**src/rtl/parity_pkg.sv**
```systemverilog
// parity_pkg: shared FSM state encoding and parity-mode constants for parity_stream
package parity_pkg;

   typedef enum logic [1:0] {
      ST_IDLE,
      ST_ACCUM,
      ST_HOLD
   } state_e;

   localparam logic PAR_EVEN = 1'b0;
   localparam logic PAR_ODD  = 1'b1;

endpackage

```
**src/rtl/parity_tree.sv**
```systemverilog
// parity_tree: combinational XOR reduction of a WIDTH-bit word
module parity_tree #(
   parameter int WIDTH = 8
) (
   input  logic [WIDTH-1:0] data_i,
   output logic             parity_o
);

   assign parity_o = ^data_i;

endmodule

```
**src/rtl/parity_stream.sv**
```systemverilog
// parity_stream: accumulates even/odd parity over valid/ready framed words and emits one registered result per frame
module parity_stream #(
   parameter int WIDTH     = 8,
   parameter int MAX_WORDS = 16,
   parameter int COUNT_W   = $clog2(MAX_WORDS + 1)
) (
   input  logic               clk,
   input  logic               rst_n,
   input  logic               i_odd,
   input  logic               i_check,
   input  logic               s_valid,
   output logic               s_ready,
   input  logic [WIDTH-1:0]   s_data,
   input  logic               s_last,
   input  logic               s_par,
   output logic               m_valid,
   input  logic               m_ready,
   output logic               m_parity,
   output logic               m_error,
   output logic               m_overflow,
   output logic [COUNT_W-1:0] m_count
);

   import parity_pkg::*;

   state_e             state_q, state_d;
   logic               acc_q, acc_d;
   logic [COUNT_W-1:0] cnt_q, cnt_d;
   logic               odd_q, odd_d;
   logic               chk_q, chk_d;
   logic               valid_q, valid_d;
   logic               par_q, par_d;
   logic               err_q, err_d;
   logic               ovf_q, ovf_d;
   logic [COUNT_W-1:0] mcnt_q, mcnt_d;

   logic               word_par;
   logic               accept;
   logic               first;
   logic               acc_new;
   logic [COUNT_W-1:0] cnt_new;
   logic               odd_eff;
   logic               chk_eff;
   logic               close;
   logic               par_new;

   parity_tree #(.WIDTH(WIDTH)) u_tree (
      .data_i   (s_data),
      .parity_o (word_par)
   );

   // Only a pending result can stall the input, and then only until the consumer takes it
   assign s_ready = (state_q == ST_HOLD) ? m_ready : 1'b1;
   assign accept  = s_valid && s_ready;
   // Any word accepted outside ACCUM opens a new frame, including the restart from HOLD
   assign first   = (state_q != ST_ACCUM);
   assign acc_new = first ? word_par : (acc_q ^ word_par);
   assign cnt_new = first ? COUNT_W'(1) : (cnt_q + COUNT_W'(1));
   assign odd_eff = first ? i_odd : odd_q;
   assign chk_eff = first ? i_check : chk_q;
   assign close   = accept && (s_last || (cnt_new == COUNT_W'(MAX_WORDS)));
   assign par_new = acc_new ^ odd_eff;

   // Next-state, accumulator and result selection
   always_comb begin
      state_d = state_q;
      acc_d   = acc_q;
      cnt_d   = cnt_q;
      odd_d   = odd_q;
      chk_d   = chk_q;
      valid_d = valid_q;
      par_d   = par_q;
      err_d   = err_q;
      ovf_d   = ovf_q;
      mcnt_d  = mcnt_q;
      if (accept) begin
         acc_d   = acc_new;
         cnt_d   = cnt_new;
         odd_d   = odd_eff;
         chk_d   = chk_eff;
         state_d = close ? ST_HOLD : ST_ACCUM;
      end
      if (close) begin
         valid_d = 1'b1;
         par_d   = par_new;
         err_d   = chk_eff && (par_new != s_par);
         ovf_d   = !s_last;
         mcnt_d  = cnt_new;
      end else if (state_q == ST_HOLD && m_ready) begin
         valid_d = 1'b0;
         state_d = accept ? ST_ACCUM : ST_IDLE;
      end
   end

   // State and output registers; reset drops any partial frame and pending result at once
   always_ff @(posedge clk or negedge rst_n) begin
      if (!rst_n) begin
         state_q <= ST_IDLE;
         acc_q   <= 1'b0;
         cnt_q   <= '0;
         odd_q   <= PAR_EVEN;
         chk_q   <= 1'b0;
         valid_q <= 1'b0;
         par_q   <= 1'b0;
         err_q   <= 1'b0;
         ovf_q   <= 1'b0;
         mcnt_q  <= '0;
      end else begin
         state_q <= state_d;
         acc_q   <= acc_d;
         cnt_q   <= cnt_d;
         odd_q   <= odd_d;
         chk_q   <= chk_d;
         valid_q <= valid_d;
         par_q   <= par_d;
         err_q   <= err_d;
         ovf_q   <= ovf_d;
         mcnt_q  <= mcnt_d;
      end
   end

   assign m_valid    = valid_q;
   assign m_parity   = par_q;
   assign m_error    = err_q;
   assign m_overflow = ovf_q;
   assign m_count    = mcnt_q;

endmodule

```
**config.mk**
```make
export PLATFORM = sky130hd
export DESIGN_NAME = parity_stream
export DESIGN_NICKNAME = d
export VERILOG_FILES = /design/src/rtl/parity_pkg.sv /design/src/rtl/parity_tree.sv /design/src/rtl/parity_stream.sv
export SDC_FILE = /design/constraint.sdc
export NUM_CORES = 1
export LEC_CHECK = 0
export ABC_AREA = 1
export CAP_MARGIN = 15
export CORE_UTILIZATION = 40
export CTS_CLUSTER_DIAMETER = 30
export DETAILED_ROUTE_END_ITERATION = 6
export PLACE_DENSITY = 0.71
export SYNTH_ARGS = -nofsm -noshare
export SYNTH_HDL_FRONTEND = slang
export SYNTH_SLANG_ARGS = --single-unit
```
**constraint.sdc**
```tcl
create_clock -name clk -period 1.4 [get_ports clk]
set_input_delay 0.28 -clock clk [delete_from_list [all_inputs] [get_ports clk]]
set_output_delay 0.28 -clock clk [all_outputs]
set_load 0.03 [all_outputs]
```
# Word-level counts from Yosys, hierarchy flattened
# Cells that the tools add are included.
# Widths: inputs -> output; s select.
# op_classes
bitwise	2
add_sub_neg	1
n_eq_ne	4
n_reduce_logical	8
mux	12
# op_table
operator	n
$mux 2	4
$reduce_xor 8->1	1
$mux 1	7
$add 5x1->5 const B	1
$eq 5x5->1 const B	1
$mux 5	1
$logic_and 1x1->1	4
$eq 2x2->1 const B	1
$ne 2x1->1 const B	1
$reduce_bool 2->1	1
$xor 1x1->1	2
$logic_not 1->1	1
$logic_or 1x1->1	1
$ne 1x1->1	1
# word_totals
wordCells	37
reg_bits	19
input_bits	16
out_inout_bits	10

# Logic depth before layout (Yosys ltp)
# Gate-level depths: netlist of the first run.
# logic_depth
ltp_word	9
depth_mapped	12
mapped_depth_nobuf	12

# Modules after synthesis
# A second synthesis of the first run with hierarchy kept.
# hier_totals
hier_cells	175
area_unflattened_um2	1154.9
# by_module_without_submodules
mod	n_inst	cells_per_inst	area_per_inst_um2
parity_stream	1	128	978.4
parity_tree	1	47	176.4

# Least setup slack after synthesis of the first run
# Ideal clock, no wire load.
# synth_path
path_kind	reg2reg
startpoint	reg state_q[0]
endpoint	reg ovf_q (netlist: m_overflow)
synth_period_minus_slack_ps	1514
t_required_ps	1324
slack_ps	-114
path_stages_with_launch	9
path_buffers	1
arrival_ps	1438
setup_time_ps	76
cell_sequence	dfrtp_1 -> inv_2 -> nand3_1 -> nand2_1 -> inv_1 -> nand2_2 -> buf_6 -> nand2_1 -> o21ai_1
# synth_lines
item	line_no	text
from (decl)	parity_stream.sv:26	state_e state_q, state_d;
from (signal assigned)	parity_stream.sv:109	state_q <= state_d;
$eq 2x2->1	parity_stream.sv:53	assign s_ready = (state_q == ST_HOLD) ? m_ready : 1'b1;
$mux 1	parity_stream.sv:53	
named net s_ready	parity_stream.sv:12	output logic s_ready,
$logic_and 1x1->1	parity_stream.sv:54	assign accept = s_valid && s_ready;
$logic_and 1x1->1	parity_stream.sv:61	assign close = accept && (s_last || (cnt_new == COUNT_W'(MAX_WORDS)));
to (signal assigned)	parity_stream.sv:117	ovf_q <= ovf_d;
to (decl)	parity_stream.sv:34	logic ovf_q, ovf_d;
# The timed path passes the listed nets, and every way through them passes these cells.
# A chain may end at the register's enable or synchronous reset.

# Final worst setup path of the first run
# layout_path
startpoint	reg cnt_q[1]
endpoint	reg state_q[0]
# layout_between
elab_chain_len	9
# layout_lines
item	line_no	text
from (decl)	parity_stream.sv:28	logic [COUNT_W-1:0] cnt_q, cnt_d;
from (signal assigned)	parity_stream.sv:111	cnt_q <= cnt_d;
$add 5x1->5 *	parity_stream.sv:58	assign cnt_new = first ? COUNT_W'(1) : (cnt_q + COUNT_W'(1));
$mux 5 *	parity_stream.sv:58	
$eq 5x5->1 *	parity_stream.sv:61	
$logic_or 1x1->1 *	parity_stream.sv:61	
$logic_and 1x1->1 *	parity_stream.sv:61	
$mux 2	parity_stream.sv:81	state_d = close ? ST_HOLD : ST_ACCUM;
$mux 2	parity_stream.sv:76	if (accept) begin
$mux 2	parity_stream.sv:89	end else if (state_q == ST_HOLD && m_ready) begin
$mux 2 *	parity_stream.sv:83	if (close) begin
named net state_d[0]	parity_stream.sv:26	
# The timed path passes the listed nets; every way through them passes the cells marked *.

==> results.txt, run 1 <==
----------------------------------------------------
[Run status]
  Outcome ... finished, violations left
  Violated checks ... negative setup slack

[STA]
  Worst setup slack after layout ... -0.1460 ns
  Worst-case clock skew ... between 0.004 and 0.005 ns
  Number of setup violations in the final report ... 12
  Remaining max-slew budget at the tightest pin ... around four fifths
  Final slew viol count ... 0
  RSZ-0062 raised after global routing ... yes
  Peak Freq ... 0.6469 GHz
  Final hold violation count ... 0
  Ratio of final minimum period to clock period ... 110.4%
  Time the worst path needs with I/O delays and setup ... between 1.5 and 2 ns
  Transition time of the tightest slew-check pin ... ~0.3 ns

[Power]
  Leakage component of the power ... slightly above 0.8 nW
  Net Sw Power ... 0.6079 mW
  Int Pwr ... around 1.1 mW
  Fraction of power spent switching nets ... 36.40%
  Pwr/cell area ... around 1000 mW/mm^2
  Sequential power share ... 42.2%
  Relative contribution of the clock network to total power ... 16.2%
  Maximum vdd ir drop ... 687.9 uV
  Share of total power in combinational logic ... a little over two fifths
  Total Power ... roughly 1.7 mW

[Cells and area]
  Util after Layout ... 64.76%
  Layout Cells excl Fill ... 226
  Highest-count cells in the layout ignoring fill and taps ... 51 x sky130_fd_sc_hd__nand2_1, 20 x sky130_fd_sc_hd__buf_4, 18 x sky130_fd_sc_hd__dfrtp_1
  Nets@finish ... 214
  FF+latch area ... 476.7 um^2
  Fraction of final layout cells sized beyond drive strength 1 ... a little over a quarter
  Antenna diode instance count ... 0
  Most common library cell in the layout ignoring fill and taps ... sky130_fd_sc_hd__nand2_1
  Fill cell total of the finished layout ... 221
  Layout Area Growth over Synthesis ... 51.88%
  Multi-input gate area in the final layout ... between 500 and 600 um^2

[Global route]
  GR Util All Layers ... 19.37%
  Pin count of the biggest net entering global routing ... 20
  Via count of the first global-routing pass ... roughly 900
  Global-route congestion overflow total ... 0
  Number of antenna violations at the first check in global routing ... 0
  Global-route wire length before repair ... a little under 4 mm

[Worst setup path]
  Critical path type ... reg -> reg
  Startpoint Class ... register
  Critical path data required time ... 1.63 ns
  Worst Reg-to-Reg Cells ... 11
  Worst endpoint data arrival time ... approximately 1.8 ns
  Crit path max fanout ... 5
  Element type at the critical path end ... register

[Synthesis]
  Post-synth ARST share ... 100.0%
  Proportion of synthesized chip area in sequential cells ... 44.60%
  Register bit total from synthesis ... 19
  YS warnings ... 0
  Number of enable-type register cells in the synthesized netlist ... 0
  Synth Instances ... 145
  Distinct cell type count of the synthesized netlist ... 24
  Mean area per synthesized cell ... 7.352 um^2
  Synth Flop Type ... sky130_fd_sc_hd__dfrtp_1
  Syn Nets ... 162
  Netlist Area Pre-Place ... 0.001066 mm^2

[Routing]
  Vias after detailed routing ... 1079
  Mean routed wirelength per cell ... 10.85 um
  Initial DRC Count ... 42
  DRT Pass-1 Iters ... 6
  DRC ... 0
  Vias per cell ... 4.774
  Detailed-route wire length ... about 2.5 mm
  Antenna-violating nets left ... 0

[Placement]
  Port buffer count ... 25
  Total placed cells including tap cells ... 217
  Detailed placement HPWL ... 1.816 mm
  RePlAce Congestion ... 0.7906

[Flow run]
  Max_cap viols ... 0

[Floorplanning]
  Floorplan Core Area ... 0.002500 mm^2
  DIE WIDTH ... roughly 54 um
  Vert. Die Dim ... 53.63 um
  Cell Rows ... 18
  Number of top-level design ports ... 26
  Area of the die ... 0.002876 mm^2
  Initial core utilization ... 42.64%

[Clock network]
  Number of buffers created by CTS ... 3
  Post-CTS clock slew at the launch and capture registers of the worst setup and hold paths ... 0.10 ns
  Clk_lat worst skew ... 0.30 ns
  Clock tree from TritonCTS ... built
  H-Tree Level Count ... 1
  Deepest clock path buffer count ... 2
  Clock sink total ... 19
  Root buffer cell ... sky130_fd_sc_hd__clkbuf_4

[Min path]
  Path category of the worst min-delay check ... in -> async

----------------------------------------------------
## logic make-up (layout without fill, tap and decap cells)
group | after synthesis | after routing | synth area share, %
flip-flops | 19 | 19 | 44.60
AND/OR/NAND/NOR | 83 | 83 | 33.92
adder cells (fa/ha/maj) | 1 | 1 | 1.174
AO/OA/AOI/OAI | 16 | 16 | 7.981
XOR/XNOR | 4 | 4 | 3.287
buffers and inverters | 21 | 72 | 8.098
multiplexers | 1 | 1 | 0.9390
## state kept, by name (all words and copies together), names as in the netlist, named ones only
name and flops:
cnt_q 5, m_count 5, acc_q 1, chk_q 1
m_error 1, m_overflow 1, m_parity 1, m_valid 1
odd_q 1, state_q 1
## Yosys cell counts (2+ instances only)
cell type                 instances  share of area (%)
sky130_fd_sc_hd__nand3_1         12                5.6
sky130_fd_sc_hd__inv_1           16                5.6
sky130_fd_sc_hd__nor2_1           7                2.5
sky130_fd_sc_hd__inv_2            3                1.1
sky130_fd_sc_hd__xnor2_1          2                1.6
sky130_fd_sc_hd__a31oi_1          2                1.2
sky130_fd_sc_hd__o21ai_0          6                2.8
sky130_fd_sc_hd__nor2_2           2                1.2
sky130_fd_sc_hd__o21ai_1          6                2.8
sky130_fd_sc_hd__dfrtp_1         19                 45
sky130_fd_sc_hd__nand2_1         54                 19
sky130_fd_sc_hd__xor2_1           2                1.6
sky130_fd_sc_hd__nand2_2          2                1.2
sky130_fd_sc_hd__nor2_4           2                2.1
## metal layers
metal	global-route usage, %	part of all wire, %
met5	0	0
met4	9.649	2.1
met2	32.50	49
met1	23.04	45
met3	4.520	3.6
## power groups by stage
stage	clock network (mW)	logic (mW)	registers [mW]
after CTS	0.286	0.660	0.699
after global routing	0.319	0.765	0.715
final	0.271	0.695	0.704
after global placement	0	0.640	0.697
after detailed placement	0	0.655	0.704
after floorplan	0	0.269	0.789
## worst max-delay path, stage by stage (launching register included)
cell	delay, ns
sky130_fd_sc_hd__dfrtp_1	0.44
sky130_fd_sc_hd__ha_4	0.20
sky130_fd_sc_hd__nand2_1	0.06
sky130_fd_sc_hd__nand2_1	0.06
sky130_fd_sc_hd__nor2_2	0.12
sky130_fd_sc_hd__nor2_1	0.06
sky130_fd_sc_hd__nand3_1	0.08
sky130_fd_sc_hd__nand2_2	0.07
sky130_fd_sc_hd__nand2_4	0.11
sky130_fd_sc_hd__inv_4	0.06
sky130_fd_sc_hd__buf_4	0.13
sky130_fd_sc_hd__a21oi_2	0.10
## stage by stage
stage	worst slack, ns	TNS (ns)	area (um^2)	hold WS, ns
finish	-0.1460	-1.439	1619	0.3018
detailed placement	-0.3203	-1.581	1504	0.4581
floorplan	-0.04406	-0.1513	1079	-0.01559
CTS	-0.1445	-1.480	1573	0.2934
global placement	-0.2728	-1.161	1504	0.4555
global route	-0.2481	-2.576	1619	0.3045
## path summary, 6_finish.rpt
kind / slack (ns) / endpoint / start
max: -0.15 / state_q[0]$_DFF_PN0_ / cnt_q[1]$_DFFE_PN0P_
min in group clk: 0.48 / m_count[4]$_DFFE_PN0P_ / m_count[4]$_DFFE_PN0P_
max in group asynchronous: 0.88 / async pin / rst_n
max reg2reg: -0.15 / state_q[0]$_DFF_PN0_ / cnt_q[1]$_DFFE_PN0P_
min reg2reg: 0.48 / m_count[4]$_DFFE_PN0P_ / m_count[4]$_DFFE_PN0P_
min: 0.30 / m_count[4]$_DFFE_PN0P_ / rst_n
## final cells by class
class                           instances  share of cell area [%]
Clock buffer                            3                   1.391
Clock inverter                          1                  0.3091
Inverter                               19                   4.560
Multi-Input combinational cell        105                   34.16
Sequential cell                        19                   29.44
Tap cell                               30                   2.318
Timing Repair Buffer                   49                   27.82
## timing repair
item / in CTS / in global routing
gates resized for setup: 16 / 14
pin swaps: 3 / 3
endpoints found under the setup margin: 21 / 18
gates cloned: 0 / 0
buffers inserted: 3 / 2
hold buffers: 0 / 0
(Power assumes the default switching activity.)
==> inputs of run 2 (changes only) <==
--- a/config.mk
+++ b/config.mk
@@ -10,7 +10,7 @@
 export CORE_UTILIZATION = 40
 export CTS_CLUSTER_DIAMETER = 30
 export DETAILED_ROUTE_END_ITERATION = 6
-export PLACE_DENSITY = 0.71
+export PLACE_DENSITY = 0.69
 export SYNTH_ARGS = -nofsm -noshare
 export SYNTH_HDL_FRONTEND = slang
 export SYNTH_SLANG_ARGS = --single-unit
==> constraint.sdc (replaced) <==
create_clock -name clk -period 1.57 [get_ports clk]
set_input_delay 0.314 -clock clk [delete_from_list [all_inputs] [get_ports clk]]
set_output_delay 0.314 -clock clk [all_outputs]
set_load 0.03 [all_outputs]
==> results.txt, run 2 (same netlist as run 1, synthesis figures left out) <==
----------------------------------------------------
[Run status]
  Outcome ... finished, violations left
  Violated checks ... negative setup slack

[STA]
  Time the worst path needs with I/O delays and setup ... approximately 1.6 ns
  Number of setup violations in the final report ... 1
  Final slew viol count ... 0
  Transition time of the tightest slew-check pin ... 0.4914 ns
  Remaining max-slew budget at the tightest pin ... between 60% and 70%
  Worst setup slack after layout ... -0.01474 ns
  RSZ-0062 raised after global routing ... yes
  Final hold violation count ... 0
  Ratio of final minimum period to clock period ... 100.9%
  Worst-case clock skew ... 0.005588 ns
  Peak Freq ... 0.6310 GHz

[Routing]
  DRT Pass-1 Iters ... 5
  Vias after detailed routing ... about 1100
  DRC ... 0
  Detailed-route wire length ... 2.508 mm
  Initial DRC Count ... 25
  Mean routed wirelength per cell ... 11.25 um
  Vias per cell ... between 4 and 5
  Antenna-violating nets left ... 0

[Placement]
  Total cell area at the placement stage ... 0.001461 mm^2
  Total placed cells including tap cells ... 213
  Detailed placement HPWL ... 1.885 mm
  Port buffer count ... 25
  RePlAce Congestion ... 0.7703

[Min path]
  Path category of the worst min-delay check ... in -> async

[Global route]
  Via count of the first global-routing pass ... 973
  GR Util All Layers ... about a fifth
  Global-route congestion overflow total ... 0
  Global-route wire length before repair ... 3.870 mm
  Pin count of the biggest net entering global routing ... 20
  Number of antenna violations at the first check in global routing ... 0

[Cells and area]
  Layout Area Growth over Synthesis ... 48.00%
  Util after Layout ... a little over three fifths
  Antenna diode instance count ... 0
  Highest-count cells in the layout ignoring fill and taps ... 49 x sky130_fd_sc_hd__nand2_1, 20 x sky130_fd_sc_hd__buf_4, 19 x sky130_fd_sc_hd__dfrtp_1
  Fraction of final layout cells sized beyond drive strength 1 ... between 20% and 30%
  Layout Cells excl Fill ... ~220
  Final non-filler cell area ... between 0.0015 and 0.002 mm^2
  Nets@finish ... between 200 and 250
  Most common library cell in the layout ignoring fill and taps ... sky130_fd_sc_hd__nand2_1

[Worst setup path]
  Slowest cell on crit path ... sky130_fd_sc_hd__dfrtp_1
  Startpoint Class ... register
  Critical path type ... reg -> reg
  Ordered list of cells on the worst path ... ha_2 > nand3_2 > nand2_1 > nand2_1 > nor2_2 > nand3_1 > nand2_2 > nand2_4 > buf_4 > buf_6 > o31ai_4
  Element type at the critical path end ... register
  Crit-path most repeated cell ... sky130_fd_sc_hd__nand2_1
  Critical path data required time ... 1.78 ns
  R2R Setup Slk ... -0.01 ns
  Crit path max fanout ... 5
  Biggest cell delay along the critical path ... between 0.3 and 0.4 ns
  Worst endpoint data arrival time ... 1.80 ns

[Clock network]
  Hold-fix buffers, CTS ... 0
  Clock sink total ... 19
  Deepest clock path buffer count ... 2
  Number of buffers created by CTS ... 3
  Root buffer cell ... sky130_fd_sc_hd__clkbuf_4
  Clk_lat worst skew ... roughly 0.30 ns
  H-Tree Level Count ... 1
  Post-CTS clock slew at the launch and capture registers of the worst setup and hold paths ... around 0.11 ns
  Clock tree from TritonCTS ... built

[Floorplanning]
  Cell Rows ... 18
  DIE WIDTH ... 53.63 um
  Initial core utilization ... 42.64%
  Number of top-level design ports ... 26
  Vert. Die Dim ... approximately 54 um
  Area of the die ... roughly 0.0029 mm^2
  Floorplan Core Area ... 0.002500 mm^2

[Power]
  Pwr/cell area ... between 900 and 1000 mW/mm^2
  Leakage component of the power ... 0.8252 nW
  Maximum vdd ir drop ... 705.8 uV

[Flow run]
  Max_cap viols ... 0

----------------------------------------------------
[run 2: layout make-up]
cell class / instances / area (um^2)
Fill cell: 216 / 922.1
Clock buffer: 3 / 22.52
Timing Repair Buffer: 46 / 410.4
Multi-Input combinational cell: 105 / 553.0
Tap cell: 30 / 37.54
Inverter: 19 / 73.82
Sequential cell: 19 / 475.5
Clock inverter: 1 / 5.005
[run 2: repair_timing]
action,4_1_cts,5_1_grt
resized for setup,14,12
endpoints found under the setup margin,16,11
gates cloned,0,0
hold endpoints to repair,0,0
buffers inserted,2,4
[run 2: per-stage QoR]
| step | hold WS [ns] | setup WS (ns) | power [mW] | setup TNS [ns] |
|---|---|---|---|---|
| after global placement | 0.4656 | -0.1462 | 1.170 | -0.2639 |
| after detailed placement | 0.4738 | -0.2143 | 1.192 | -0.4248 |
| after CTS | 0.3311 | 0.008084 | 1.419 | 0 |
| after floorplan | 0.01841 | 0.05617 | 0.9389 | 0 |
| after global routing | 0.3503 | -0.1419 | 1.559 | -1.021 |
| final | 0.3272 | -0.01474 | 1.456 | -0.01474 |
[run 2: path summary, 6_finish.rpt]
check / end / cells after the start / start
setup / recovery: register / 11 / cnt_q[0]$_DFFE_PN0P_
hold / removal: cnt_q[1]$_DFFE_PN0P_ / 2 / rst_n
setup reg to reg: register / 11 / cnt_q[0]$_DFFE_PN0P_
hold reg to reg: m_count[2]$_DFFE_PN0P_ / 2 / m_count[2]$_DFFE_PN0P_
max in group asynchronous: m_valid$_DFFE_PN0P_ / 2 / rst_n
min in group clk: m_count[2]$_DFFE_PN0P_ / 2 / m_count[2]$_DFFE_PN0P_
[run 2: report_power, final]
part	leakage [nW]	internal (mW)	total, mW	switching (mW)
registers	0.239	0.566	0.621	0.0550
clock network	0.0177	0.0949	0.244	0.149
logic	0.569	0.258	0.591	0.333
total	0.825	0.919	1.46	0.537
[run 2: worst max-delay path, delay by kind of cell (launching register included)]
kind            cells  cell delay (ns)
buf+inv             2             0.27
compound gates      1             0.04
flops               1             0.38
simple gates        7             0.60
fa+ha+maj           1             0.21
[run 2: routing by layer]
layer  track usage, %  wire length, um  vias up  share of wire [%]
li1                 -                -      549                  -
met1            20.31             1033      496                 41
met2            36.67             1359       22                 54
met3            5.085               86        4                3.4
met4            3.509               29        0                1.2
met5                0                0        -                  0
==> inputs of run 3 (changes only) <==
--- a/config.mk
+++ b/config.mk
@@ -10,7 +10,7 @@
 export CORE_UTILIZATION = 40
 export CTS_CLUSTER_DIAMETER = 30
 export DETAILED_ROUTE_END_ITERATION = 6
-export PLACE_DENSITY = 0.69
+export PLACE_DENSITY = 0.71
 export SYNTH_ARGS = -nofsm -noshare
 export SYNTH_HDL_FRONTEND = slang
 export SYNTH_SLANG_ARGS = --single-unit
==> constraint.sdc (replaced) <==
create_clock -name clk -period 1.3 [get_ports clk]
set_input_delay 0.26 -clock clk [delete_from_list [all_inputs] [get_ports clk]]
set_output_delay 0.26 -clock clk [all_outputs]
set_load 0.03 [all_outputs]
==> results.txt, run 3 (same netlist as run 1, synthesis figures left out) <==
----------------------------------------------------
[Run status]
  Outcome ... finished, violations left
  Violated checks ... negative setup slack

[STA]
  Remaining max-slew budget at the tightest pin ... 81.09%
  Peak Freq ... ~0.64 GHz
  Final hold violation count ... 0
  Fin Setup TNS ... -2.910 ns
  Worst hold slack ... 0.2793 ns
  Time the worst path needs with I/O delays and setup ... 1.563 ns
  Worst-case clock skew ... 0.002317 ns
  Number of setup violations in the final report ... 14
  Final slew viol count ... 0
  Worst setup slack after layout ... -0.2630 ns
  RSZ-0062 raised after global routing ... yes
  Transition time of the tightest slew-check pin ... 0.2814 ns
  Ratio of final minimum period to clock period ... 120.2%

[Routing]
  Antenna-violating nets left ... 0
  Initial DRC Count ... 24
  DRT Pass-1 Iters ... 4
  DRC ... 0
  Vias after detailed routing ... 1094
  Vias per cell ... between 4 and 5
  Mean routed wirelength per cell ... between 10 and 15 um
  Detailed-route wire length ... 2.739 mm

[Clock network]
  Clock tree from TritonCTS ... built
  Deepest clock path buffer count ... 2
  Root buffer cell ... sky130_fd_sc_hd__clkbuf_4
  Number of buffers created by CTS ... 3
  Hold-fix buffers, CTS ... 0
  Clock sink total ... 19
  Post-CTS clock slew at the launch and capture registers of the worst setup and hold paths ... 0.11 ns
  H-Tree Level Count ... 1
  Clk_lat worst skew ... 0.30 ns

[Cells and area]
  Fill cell total of the finished layout ... 200
  Layout Area Growth over Synthesis ... 60.92%
  Final non-filler cell area ... 0.001715 mm^2
  Fraction of final layout cells sized beyond drive strength 1 ... 40.21%
  Most common library cell in the layout ignoring fill and taps ... sky130_fd_sc_hd__nand2_1
  Nets@finish ... around 210
  Layout Cells excl Fill ... 224
  Antenna diode instance count ... 0
  Highest-count cells in the layout ignoring fill and taps ... 39 x sky130_fd_sc_hd__nand2_1, 21 x sky130_fd_sc_hd__buf_4, 19 x sky130_fd_sc_hd__dfrtp_1

[Floorplanning]
  Area of the die ... 0.002876 mm^2
  Floorplan Core Area ... 0.002500 mm^2
  Vert. Die Dim ... 53.63 um
  Cell Rows ... 18
  Initial core utilization ... 42.64%
  Number of top-level design ports ... 26
  DIE WIDTH ... approximately 54 um

[Global route]
  Global-route congestion overflow total ... 0
  Global-route wire length before repair ... 3.905 mm
  GR Util All Layers ... 18.99%
  Number of antenna violations at the first check in global routing ... 0
  Via count of the first global-routing pass ... 968
  Pin count of the biggest net entering global routing ... 20

[Worst setup path]
  Critical path type ... reg -> reg
  Element type at the critical path end ... register
  Critical path data required time ... 1.51 ns
  Crit-path most repeated cell ... sky130_fd_sc_hd__nand2_4
  Startpoint Class ... register
  Biggest cell delay along the critical path ... 0.44 ns
  Ordered list of cells on the worst path ... ha_4 > nand3_4 > nand2_4 > nand2_4 > nor2_4 > nand3_2 > nand2_2 > nand2_4 > clkbuf_16 > nand2_2 > nand2_1
  Crit path max fanout ... 6
  Worst endpoint data arrival time ... 1.77 ns
  Slowest cell on crit path ... sky130_fd_sc_hd__dfrtp_1

[Placement]
  Port buffer count ... 25
  Total cell area at the placement stage ... 0.001486 mm^2
  Detailed placement HPWL ... around 1.9 mm
  Total placed cells including tap cells ... 216
  RePlAce Congestion ... 0.8012

[Power]
  Maximum vdd ir drop ... 690.8 uV
  Total Power ... around 1.9 mW
  Leakage component of the power ... 0.8487 nW
  Pwr/cell area ... 1118 mW/mm^2

[Flow run]
  Max_cap viols ... 0

[Min path]
  Path category of the worst min-delay check ... in -> async

----------------------------------------------------
[run 3: changes by cell type in the layout (fill, tap and decap cells not counted), moves of 2 or more]
cell                              before  now
sky130_fd_sc_hd__nand2_1              49   39
sky130_fd_sc_hd__dlygate4sd2_1         9    0
sky130_fd_sc_hd__nand2_2               6   13
sky130_fd_sc_hd__nand3_1              11    5
sky130_fd_sc_hd__nand3_2               1    5
sky130_fd_sc_hd__buf_6                 1    4
sky130_fd_sc_hd__clkbuf_2              0    3
sky130_fd_sc_hd__nand2_4               1    4
sky130_fd_sc_hd__nor2_1                6    3
sky130_fd_sc_hd__clkdlybuf4s15_2       0    2
sky130_fd_sc_hd__nand3_4               0    2
sky130_fd_sc_hd__nor2_2                3    5
[run 3: path summary, 6_finish.rpt]
path	startpoint	cells after the start	slack, ns	end
max	cnt_q[0]$_DFFE_PN0P_	11	-0.26	m_count[4]$_DFFE_PN0P_
max in group asynchronous	rst_n	2	0.82	odd_q$_DFFE_PN0P_
min in group clk	m_count[2]$_DFFE_PN0P_	2	0.50	m_count[2]$_DFFE_PN0P_
max reg2reg	cnt_q[0]$_DFFE_PN0P_	11	-0.26	m_count[4]$_DFFE_PN0P_
min reg2reg	m_count[2]$_DFFE_PN0P_	2	0.50	m_count[2]$_DFFE_PN0P_
min	rst_n	2	0.28	m_count[4]$_DFFE_PN0P_
[run 3: critical path: cells and delay by family, from the launching register on]
| kind | cells | cell delay [ns] |
|---|---|---|
| buffers and inverters | 1 | 0.17 |
| AND/OR/NAND/NOR | 9 | 0.66 |
| adder cells (fa/ha/maj) | 1 | 0.19 |
| flip-flops | 1 | 0.44 |
[run 3: final cells by class]
cell class	count	area (um^2)	share of cell area, %
well taps	30	37.54	2.188
repair buffers	47	435.4	25.38
clock buffers	4	26.28	1.532
flip-flops and latches	19	475.5	27.72
inverters	19	73.82	4.303
multi-input cells	105	666.9	38.88
[run 3: metrics by stage]
step	setup WS, ns	util, %
finish	-0.2630	68.62
global route	-0.3724	68.62
CTS	-0.2242	61.91
detailed placement	-0.4211	59.46
global placement	-0.3595	59.46
floorplan	-0.1438	-
[run 3: layer usage]
metal | routed length (um) | track usage (%) | vias up
met2 | 1448 | 32.71 | 28
met1 | 1137 | 22.26 | 505
met5 | 0 | 0 | -
met3 | 96 | 3.672 | 7
met4 | 57 | 9.649 | 0
li1 | - | - | 554
[run 3: power by group]
part / internal, mW / switching, mW / leakage [nW]
Sequential: 0.684 / 0.0871 / 0.239
Combinational: 0.385 / 0.454 / 0.595
Clock: 0.120 / 0.188 / 0.0150
[run 3: what timing repair did]
action / 4_1_cts / 5_1_grt
setup endpoints to repair: 18 / 19
endpoints found under the hold margin: 0 / 0
gates cloned: 0 / 1
resized for setup: 17 / 42
pin swaps: 1 / 13
setup buffers: 2 / 2
==> variant (config.mk and constraints of run 1) <==
Re-encode `state_e` (3 states) as one-hot, 3 bits wide.
--- a/src/rtl/parity_pkg.sv
+++ b/src/rtl/parity_pkg.sv
@@ -2,8 +2,8 @@
 package parity_pkg;
 
-   typedef enum logic [1:0] {
-      ST_IDLE,
-      ST_ACCUM,
-      ST_HOLD
+   typedef enum logic [2:0] {
+      ST_IDLE  = 3'b001,
+      ST_ACCUM = 3'b010,
+      ST_HOLD  = 3'b100
    } state_e;
 
Behaviour: no difference found for any inputs over 10 cycles, from zero or initial values and one cycle with rst_n low; not proved beyond that.
==> variant against run 1 <==
Count of clock-buffer cells in the layout rose by 1. Synthesized area grew 6.5%. Worst setup slack worse by 0.082 ns. The flow still finishes with violations (negative setup slack). Power rose by 21%. Final area rose by 14%. First-iteration DRC count down 29%. Routed wire length rose by 29%. Sequential cell count rose by 1.
==> variant: results (changes against run 1) <==
placement:
  place_ws_ns: -0.369  # was -0.320 ns
  dp_hpwl_mm: 2.12  # was 1.82 mm
  routabilityCongestion: 0.809  # was 0.791
worst_setup_path:
  critPathArrivalTime_ns: 1.86  # was 1.78 ns
  endpoint: "m_count[0]"  # was state_q[0]
  path_max_fanout: 6  # was 5
  max_stage_delay_ns: 0.40  # was 0.44 ns
  rr_worst_depth: 9  # was 11
detailed_routing:
  drtIter0Drc: 30  # was 42
  wl_met3_um: 149  # was 89 um
  num_vias: 1237  # was 1079
  dr.pass1.iters: 4  # was 6
  wl_mm: 3.16  # was 2.45 mm
global_routing:
  use_met1: 0.248  # was 0.230
  grt_use_met3: 0.0562  # was 0.0452
  use_met2: 0.365  # was 0.325
  grt_usage: 0.206  # was 0.194
  grt_start_max_net_pins: 21  # was 20
  grt_pass1_wl_mm: 5.05  # was 3.89 mm
pwr:
  p_leak_nw: 0.927  # was 0.831 nW
  peakVddDrop_v: 0.000799  # was 0.000688 V
synth:
  syn_nets: 166  # was 162
  synth_cell_types: 29  # was 24
  synth_area_leaders: "dfrtp_1 (42%), nand2_1 (16%), inv_1 (6.3%), nand3_1 (4.9%), o21ai_0 (4.0%)"  # was dfrtp_1 (45%), nand2_1 (19%), nand3_1 (5.6%), inv_1 (5.6%), o21ai_0 (2.8%)
  yosys-top-cells-count: "nand2_1 (48), dfrtp_1 (19), inv_1 (19)"  # was nand2_1 (54), dfrtp_1 (19), inv_1 (16)
  seq_area_frac_synth: 0.442  # was 0.446
status:
  status: "finished with violations"  # unchanged
  violations: "negative setup slack"  # unchanged
final_layout:
  final_net_count: 230  # was 214
  fillers: 203  # was 221
  drive_gt1_frac: 0.406  # was 0.260
sta:
  worst_slack_ns: -0.228  # was -0.146 ns
  slew_headroom: 0.801  # was 0.796
  setup_violations: 14  # was 12
  fin_worst_skew_ns: 0.00276  # was 0.00418 ns
  finalSetupTns_ns: -2.30  # was -1.44 ns
clocking:
  cts_resized: 29  # was 16
  cts_setup_buffers: 8  # was 3
[variant: changes by cell type in the layout (fill, tap and decap cells not counted), moves of 3 or more]
cell | run 1 | this run
nand2_1 | 51 | 35
buf_4 | 20 | 29
nand2_2 | 4 | 10
nand2_4 | 1 | 6
nand3_1 | 9 | 4
nand3_2 | 3 | 8
o21ai_2 | 0 | 3
[variant: metrics by stage]
step / hold slack, ns / util / instance area (um2) / instances
after global placement: 0.454 / 0.622 / 1600 / 225
final: 0.305 / 0.720 / 1850 / 242
after detailed placement: 0.460 / 0.622 / 1600 / 225
after floorplan: -0.0156 / - / 1150 / 149
after CTS: 0.320 / 0.681 / 1750 / 239
after global routing: 0.313 / 0.720 / 1850 / 242
[variant: power breakdown]
group | internal, W | switching [W]
Clock | 0.000159 | 0.000180
Sequential | 0.000676 | 0.0000690
Combinational | 0.000428 | 0.000516
Total | 0.00126 | 0.000764
[variant: cells by family (layout without fill, tap and decap cells)]
family	after synthesis	count (layout)	synth area share
compound gates	17	17	0.0827
fa+ha+maj	1	1	0.0110
mux	1	1	0.00882
flops	20	20	0.442
simple gates	82	83	0.340
xor+xnor	4	4	0.0309
buf+inv	24	86	0.0849
[variant: final cells by class]
type                    instances  area [um2]  share of cell area
multi-input cells             106         668               0.361
clock buffers                   4        36.3              0.0196
inverters                      23         100              0.0541
well taps                      30        37.5              0.0203
repair buffers                 58         502               0.271
flip-flops and latches         20         502               0.271
repair inverters                1        3.75             0.00203
[variant: worst max-delay path: cells and delay by family (launching register included)]
kind	cells	cell delay [ns]
fa+ha+maj	1	0.19
flops	1	0.40
compound gates	1	0.15
simple gates	7	0.80
